<file path="src/rtl/pipe_stage_skid.sv">
// Valid/ready pipeline stage with a main register, a skid register and a registered in_ready.
// Latency 1 cycle; backpressure holds the payload, and in_ready drops only once both entries are occupied.
// Build option PIPE_STG_STATS_EN adds stall and bubble counters that saturate at their maximum.
module pipe_stage_skid #(
  parameter int DATA_W = 140,
  parameter int CNT_W  = 16
) (
  input  logic              stg_clk,
  input  logic              reset_n,
  input  logic              flush,
  input  logic              in_valid,
  output logic              in_ready,
  input  logic [DATA_W-1:0] in_data,
  output logic              out_valid,
  input  logic              out_ready,
  output logic [DATA_W-1:0] out_data
`ifdef PIPE_STG_STATS_EN
  ,
  input  logic              stats_clr,
  output logic [CNT_W-1:0]  stall_cnt,
  output logic [CNT_W-1:0]  bubble_cnt
`endif
);

  typedef enum logic [1:0] {
    ST_EMPTY = 2'd0,
    ST_BUSY  = 2'd1,
    ST_FULL  = 2'd2
  } state_e;

  state_e            state_q, state_d;
  logic [DATA_W-1:0] main_q, main_d;
  logic [DATA_W-1:0] skid_q, skid_d;
  logic              out_valid_q, out_valid_d;
  logic              in_ready_q, in_ready_d;
  logic              in_fire, out_fire;

  assign in_fire   = in_valid & in_ready_q;
  assign out_fire  = out_valid_q & out_ready;
  assign in_ready  = in_ready_q;
  assign out_valid = out_valid_q;
  assign out_data  = main_q;

  always_comb begin
    state_d = state_q;
    main_d  = main_q;
    skid_d  = skid_q;
    case (state_q)
      ST_EMPTY: begin
        if (in_fire) begin
          state_d = ST_BUSY;
          main_d  = in_data;
        end
      end
      ST_BUSY: begin
        if (in_fire && out_fire) begin
          main_d = in_data;
        end else if (in_fire) begin
          state_d = ST_FULL;
          skid_d  = in_data;
        end else if (out_fire) begin
          state_d = ST_EMPTY;
        end
      end
      ST_FULL: begin
        if (out_fire) begin
          state_d = ST_BUSY;
          main_d  = skid_q;
        end
      end
      default: state_d = ST_EMPTY;
    endcase
    // Flush drops everything held plus anything arriving this cycle; payload regs keep stale data.
    if (flush) begin
      state_d = ST_EMPTY;
      main_d  = main_q;
      skid_d  = skid_q;
    end
    out_valid_d = (state_d != ST_EMPTY);
    in_ready_d  = (state_d != ST_FULL);
  end

  always_ff @(posedge stg_clk or negedge reset_n) begin
    if (!reset_n) begin
      state_q     <= ST_EMPTY;
      main_q      <= '0;
      skid_q      <= '0;
      out_valid_q <= 1'b0;
      in_ready_q  <= 1'b1;
    end else begin
      state_q     <= state_d;
      main_q      <= main_d;
      skid_q      <= skid_d;
      out_valid_q <= out_valid_d;
      in_ready_q  <= in_ready_d;
    end
  end

`ifdef PIPE_STG_STATS_EN
  logic [CNT_W-1:0] stall_q, stall_d;
  logic [CNT_W-1:0] bubble_q, bubble_d;

  always_comb begin
    stall_d  = stall_q;
    bubble_d = bubble_q;
    if (stats_clr) begin
      stall_d  = '0;
      bubble_d = '0;
    end else begin
      if (out_valid_q && !out_ready && (stall_q != {CNT_W{1'b1}})) begin
        stall_d = stall_q + 1'b1;
      end
      if (!out_valid_q && out_ready && (bubble_q != {CNT_W{1'b1}})) begin
        bubble_d = bubble_q + 1'b1;
      end
    end
  end

  always_ff @(posedge stg_clk or negedge reset_n) begin
    if (!reset_n) begin
      stall_q  <= '0;
      bubble_q <= '0;
    end else begin
      stall_q  <= stall_d;
      bubble_q <= bubble_d;
    end
  end

  assign stall_cnt  = stall_q;
  assign bubble_cnt = bubble_q;
`endif

endmodule

</file>
<file path="config.mk">
export PLATFORM = sky130hd
export DESIGN_NAME = pipe_stage_skid
export DESIGN_NICKNAME = d
export VERILOG_FILES = /design/src/rtl/pipe_stage_skid.sv
export SDC_FILE = /design/constraint.sdc
export NUM_CORES = 1
export LEC_CHECK = 0
export CAP_MARGIN = 20
export CORE_ASPECT_RATIO = 1.4
export CORE_MARGIN = 5
export CORE_UTILIZATION = 30
export DETAILED_ROUTE_END_ITERATION = 8
export GPL_ROUTABILITY_DRIVEN = 0
export GPL_TIMING_DRIVEN = 0
export SLEW_MARGIN = 20
export SYNTH_ARGS = -nofsm -noshare
export SYNTH_HDL_FRONTEND = slang
export SYNTH_SLANG_ARGS = --single-unit
</file>
<file path="constraint.sdc">
create_clock -name stg_clk -period 2.19 [get_ports stg_clk]
set_input_delay 0.3285 -clock stg_clk [delete_from_list [all_inputs] [get_ports stg_clk]]
set_output_delay 0.3285 -clock stg_clk [all_outputs]
set_load 0.005 [all_outputs]
</file>
Word level (Yosys, flattened, before mapping)
Cells that the tools add are included.
{ "totals": {"ff_bits": 284, "inputBits": 145, "out_inout_bits": 142, "wordCells": 32} }
{ "classes": {"n_eq_ne": 6, "mux": 11, "n_bitwise": 4, "n_reduce_logical": 6} }
{ "ops": {"columns": ["op", "count"], "rows": [
  ["140-bit two-way mux", 3],
  ["140-bit case mux with 3 select lines", 1],
  ["2-bit two-way mux", 6],
  ["2-bit != test (second input constant)", 4],
  ["2-bit case mux with 3 select lines", 1],
  ["5-bit AND reduction", 1],
  ["4-bit AND reduction", 1],
  ["3-bit nonzero test", 1],
  ["1-bit bitwise AND", 2],
  ["2-bit by 1-bit equality test with 1-bit output (second input constant)", 1],
  ["2-bit equality test (second input constant)", 1],
  ["2-bit logical NOT", 1],
  ["1-bit NOT", 2],
  ["2-bit nonzero test", 1],
  ["1-bit logical AND", 1]
]} }

Depth between registers and ports, before layout
{ "depth": {"depth_word": 7, "mapped_depth": 6, "depth_no_buf": 3} }

Worst setup path after synthesis
No wires, ideal clock.
{ "synth_path": {"kind": "register to register", "start": "reg in_ready_q, in the netlist in_ready", "end": "reg main_q[101], in the netlist out_data[101]", "setup_time_ns": 0.125, "t_arrival_ns": 1.721, "t_required_ns": 2.065, "setup_slack_ns": 0.344, "path_stages_with_launch": 6, "path_buffers": 2, "synth_period_minus_slack_ns": 1.846, "path_cell_list": "dfstp_2 > nand3b_1 > a221oi_2 > buf_2 > buf_4 > mux2_2"} }
{ "synth_via": {"elab_chain_len": 4, "elab_cells_between_ends": 5, "cone_classes": "eq/ne (2); bitwise (1); reduce/logical (2)"} }
{ "synth_rtl": {"columns": ["item", "line", "rtl"], "rows": [
  ["start, declared", "35", "logic in_ready_q, in_ready_d;"],
  ["start signal, assigned", "95", "in_ready_q <= in_ready_d;"],
  ["1-bit bitwise AND *", "38", "assign in_fire = in_valid & in_ready_q;"],
  ["1-bit logical AND", "56", "if (in_fire && out_fire) begin"],
  ["2-bit != test (no line)", null, null],
  ["5-bit AND reduction (no line) *", null, null],
  ["end signal, assigned", "92", "main_q <= main_d;"],
  ["end, declared", "32", "logic [DATA_W-1:0] main_q, main_d;"]
]} }
Mark *: on every way between the ends. The rest lies on a longest branch, timed or not.
A chain may end at the register's enable or synchronous reset.

Worst setup path after layout
{ "layout_path": {"start": "reg in_ready_q, in the netlist in_ready", "end": "out in_ready"} }
{ "layout_rtl": {"columns": ["item", "line", "rtl"], "rows": [
  ["end, declared", "12", "output logic in_ready,"]
]} }
No word-level cell between the ends.

==> metrics.log <==
INFO  metric run_status = finished, final reports clean
INFO  metric finalInstanceArea = 16900 µm²
INFO  metric final_core_utilization = 42.1%
INFO  metric grt_pass1_vias = 8364
INFO  metric detailroute.via_count = 7456
INFO  metric drt_pass1_iterations = 4
INFO  metric synthesis.yosys.warnings = 0
INFO  metric cts_tree = built
INFO  metric mappedNetlistArea = 12200 µm²
INFO  metric worstSetupPathType = register to output port
INFO  metric post_route_total_power = 0.0181 W
INFO  metric core = 40300 µm²
INFO  metric setup_repair_after_global_routing_missed_its_margin = false
INFO  metric dpl.hpwl = 22600 µm
INFO  metric cpPeakStageDelay = 580 ps
INFO  metric hold_violations = 0
INFO  metric ys_types = 23
INFO  metric worst-path-max-fanout = 6
INFO  metric fp.dieH = 249 µm
INFO  metric die-width = 181 µm
INFO  metric drive_gt1_share = 44.5%
INFO  metric startpoint_kind_of_the_worst_setup_timing_path = register
INFO  metric ctsLongestPathBuffers = 3
INFO  metric setup_viol = 0
INFO  metric drt.antenna.violating_nets = 0
INFO  metric placed_area = 15800 µm²
INFO  metric fmaxAchievable = 0.493 GHz
INFO  metric drt-wirelength-per-cell = 18.9 µm
INFO  metric first_pass_grt_wire_length = 49800 µm
INFO  metric hold_path_class = input port to asynchronous set/reset pin
INFO  metric cellPowerDensity = 1070 nW/µm²
INFO  metric syn_to_final_growth = 38.7%
INFO  metric cp_cell_sequence = clkdlybuf4s50_1
INFO  metric ff2ff_setup_slack = 180 ps
INFO  metric post_drt_via_cell_ratio = 4.52
INFO  metric ctsRootBufferMaster = sky130_fd_sc_hd__clkbuf_16
INFO  metric synth.yosys.seq_area_share = 58.2%
INFO  metric irDropWorstVdd = 0.000735 V
INFO  metric timing.critical_path.buf_inv = 1
INFO  metric port_buffers = 286
INFO  metric min_period = 2030 ps
INFO  metric crit_slowest_cell = sky130_fd_sc_hd__dfstp_2
INFO  metric fin_skew = 7.98 ps
INFO  metric numClockSinks = 284
INFO  metric row_count = 87
INFO  metric placed_cells = 1593
INFO  metric insertion_delay = 560 ps
INFO  metric fillerInstances = 3769
INFO  metric synth.net_count = 915
INFO  metric maxCapViolCount = 0
INFO  metric cts.clk_slew.worst_paths = 60 ps
INFO  metric worst-endpoint-required = 1860 ps
INFO  metric wirelength = 31100 µm
INFO  metric route.detailed.drc = 0
INFO  metric dieArea = 44900 µm²
INFO  metric yosys_register_bits = 284
INFO  metric cts_max_level = 1
INFO  metric cellLeakagePower = 7.01 nW
INFO  metric floorplan.initialDensity = 30.3%
INFO  metric yosys.area.top_type = sky130_fd_sc_hd__dfrtp_1
INFO  metric postSynthAreaPerCell = 15.9 µm²
INFO  metric cp-end-kind = output port
INFO  metric fin_cells = 1651
INFO  metric relative_slew_slack = 67.6%
INFO  metric timing.final.crit_share = 92.6%
INFO  metric global_route.overflow_total = 0
INFO  metric io-pin-count = 287
INFO  metric grt_start_max_net_pins = 89
INFO  metric numCtsBuffers = 30
INFO  metric antenna_violations_before_repair = 1
INFO  metric crit_arrival = 1700 ps
INFO  metric synthesis.instances = 770
INFO  metric slew_viol_final = 0
INFO  metric final_nets = 1239
INFO  metric detailedRoute.firstIterationViolations = 198
INFO  metric path_delay_family = flip-flops
INFO  metric dominant_cells_by_area_after_synthesis = sky130_fd_sc_hd__dfrtp_1 58%, sky130_fd_sc_hd__mux2_2 36%, sky130_fd_sc_hd__mux2_1 2.5%
INFO  metric post-synth-top-area-fraction = 58.0%
INFO  metric worst-slew-pin-transition = 485 ps
INFO  metric global_route.usage.total = 13.7%
-- Yosys cell counts, drive strengths merged --
library cell  number
mux2             420
dfrtp            283
buf               45
a21oi              4
nand2              3
a211o              1
a21boi             1
a221oi             1
a32oi              1
and2               1
and4b              1
clkbuf             1
dfstp              1
inv                1
nand2b             1
nand3b             1
nor2b              1
o21ai              1
o21bai             1
or2                1
-- kinds of logic after synthesis --
group	Yosys count	share of synthesized area [%]
buffers and inverters	47	2.10
and+or+nand+nor	9	0.440
muxes	420	38.7
DFF	284	58.2
AOI/OAI and AO/OA	10	0.594
-- worst register-to-register path, stage by stage (launching register included) --
cell and delay, ps:
sky130_fd_sc_hd__dfstp_2 580, sky130_fd_sc_hd__nand3b_1 140, sky130_fd_sc_hd__a221oi_4 350, sky130_fd_sc_hd__buf_4 180, sky130_fd_sc_hd__buf_2 260, sky130_fd_sc_hd__mux2_2 380
-- flip-flops by register name (all words and copies together), names as in the netlist --
register   flops
out_valid      1
out_data     140
state_q        2
in_ready       1
skid_q       140
-- metal layers --
layer,wire (µm),global-route usage [%]
met3,2260,4.37
met1,12100,16.0
met4,743,3.78
met5,0,0
met2,16100,24.4
-- power breakdown --
| group | internal [W] | switching [W] |
|---|---|---|
| registers | 0.00715 | 0.000904 |
| logic | 0.00336 | 0.00149 |
| clock network | 0.00314 | 0.00210 |
-- per-stage QoR --
stage / setup slack (ps) / hold slack [ps] / setup TNS [ps]
final: 163 / 285 / 0
after global routing: 11.9 / 320 / 0
after CTS: 52.0 / 268 / 0
after detailed placement: -635 / 281 / -109680
after global placement: -12060 / 470 / -3519190
after floorplan: 344 / 32.9 / 0
-- layout by cell type (no fill, tap or decap), drive strengths merged, types with 2 or more instances in the layout --
| cell | n |
|---|---|
| clkinv | 5 |
| dfrtp | 283 |
| buf | 51 |
| nand2 | 3 |
| mux2 | 420 |
| bufinv | 2 |
| a21oi | 4 |
| clkbuf | 47 |
| clkdlybuf4s50 | 285 |
-- cell type report --
cell class | instances | area [µm²] | area share (%)
diodes | 1 | 2.50 | 0.0148
clock inverters | 8 | 92.6 | 0.546
clock buffers | 46 | 932 | 5.50
plain buffers | 46 | 293 | 1.73
multi-input cells | 439 | 4870 | 28.7
well taps | 534 | 668 | 3.94
flip-flops and latches | 284 | 7110 | 42.0
repair buffers | 292 | 2980 | 17.6
inverters | 1 | 3.75 | 0.0222
-- final timing paths --
path	from	to	cells past startpoint
max	in_ready	in_ready	1
min	reset_n	out_data[133]	2
max reg2reg	in_ready	out_data[112]	5
min reg2reg	out_data[57]	out_data[57]	1
max in group asynchronous	reset_n	skid_q[37]	4
min in group stg_clk	in_data[18]	skid_q[18]	2
-- repair_timing --
action	in CTS	in global routing
setup endpoints to repair	203	92
cloned	0	0
gates resized for setup	16	2
endpoints found under the hold margin	50	0
pin swaps	1	0
buffers inserted	2	0
hold buffers	1	0
No activity file was read; power rests on OpenSTA's default activity.
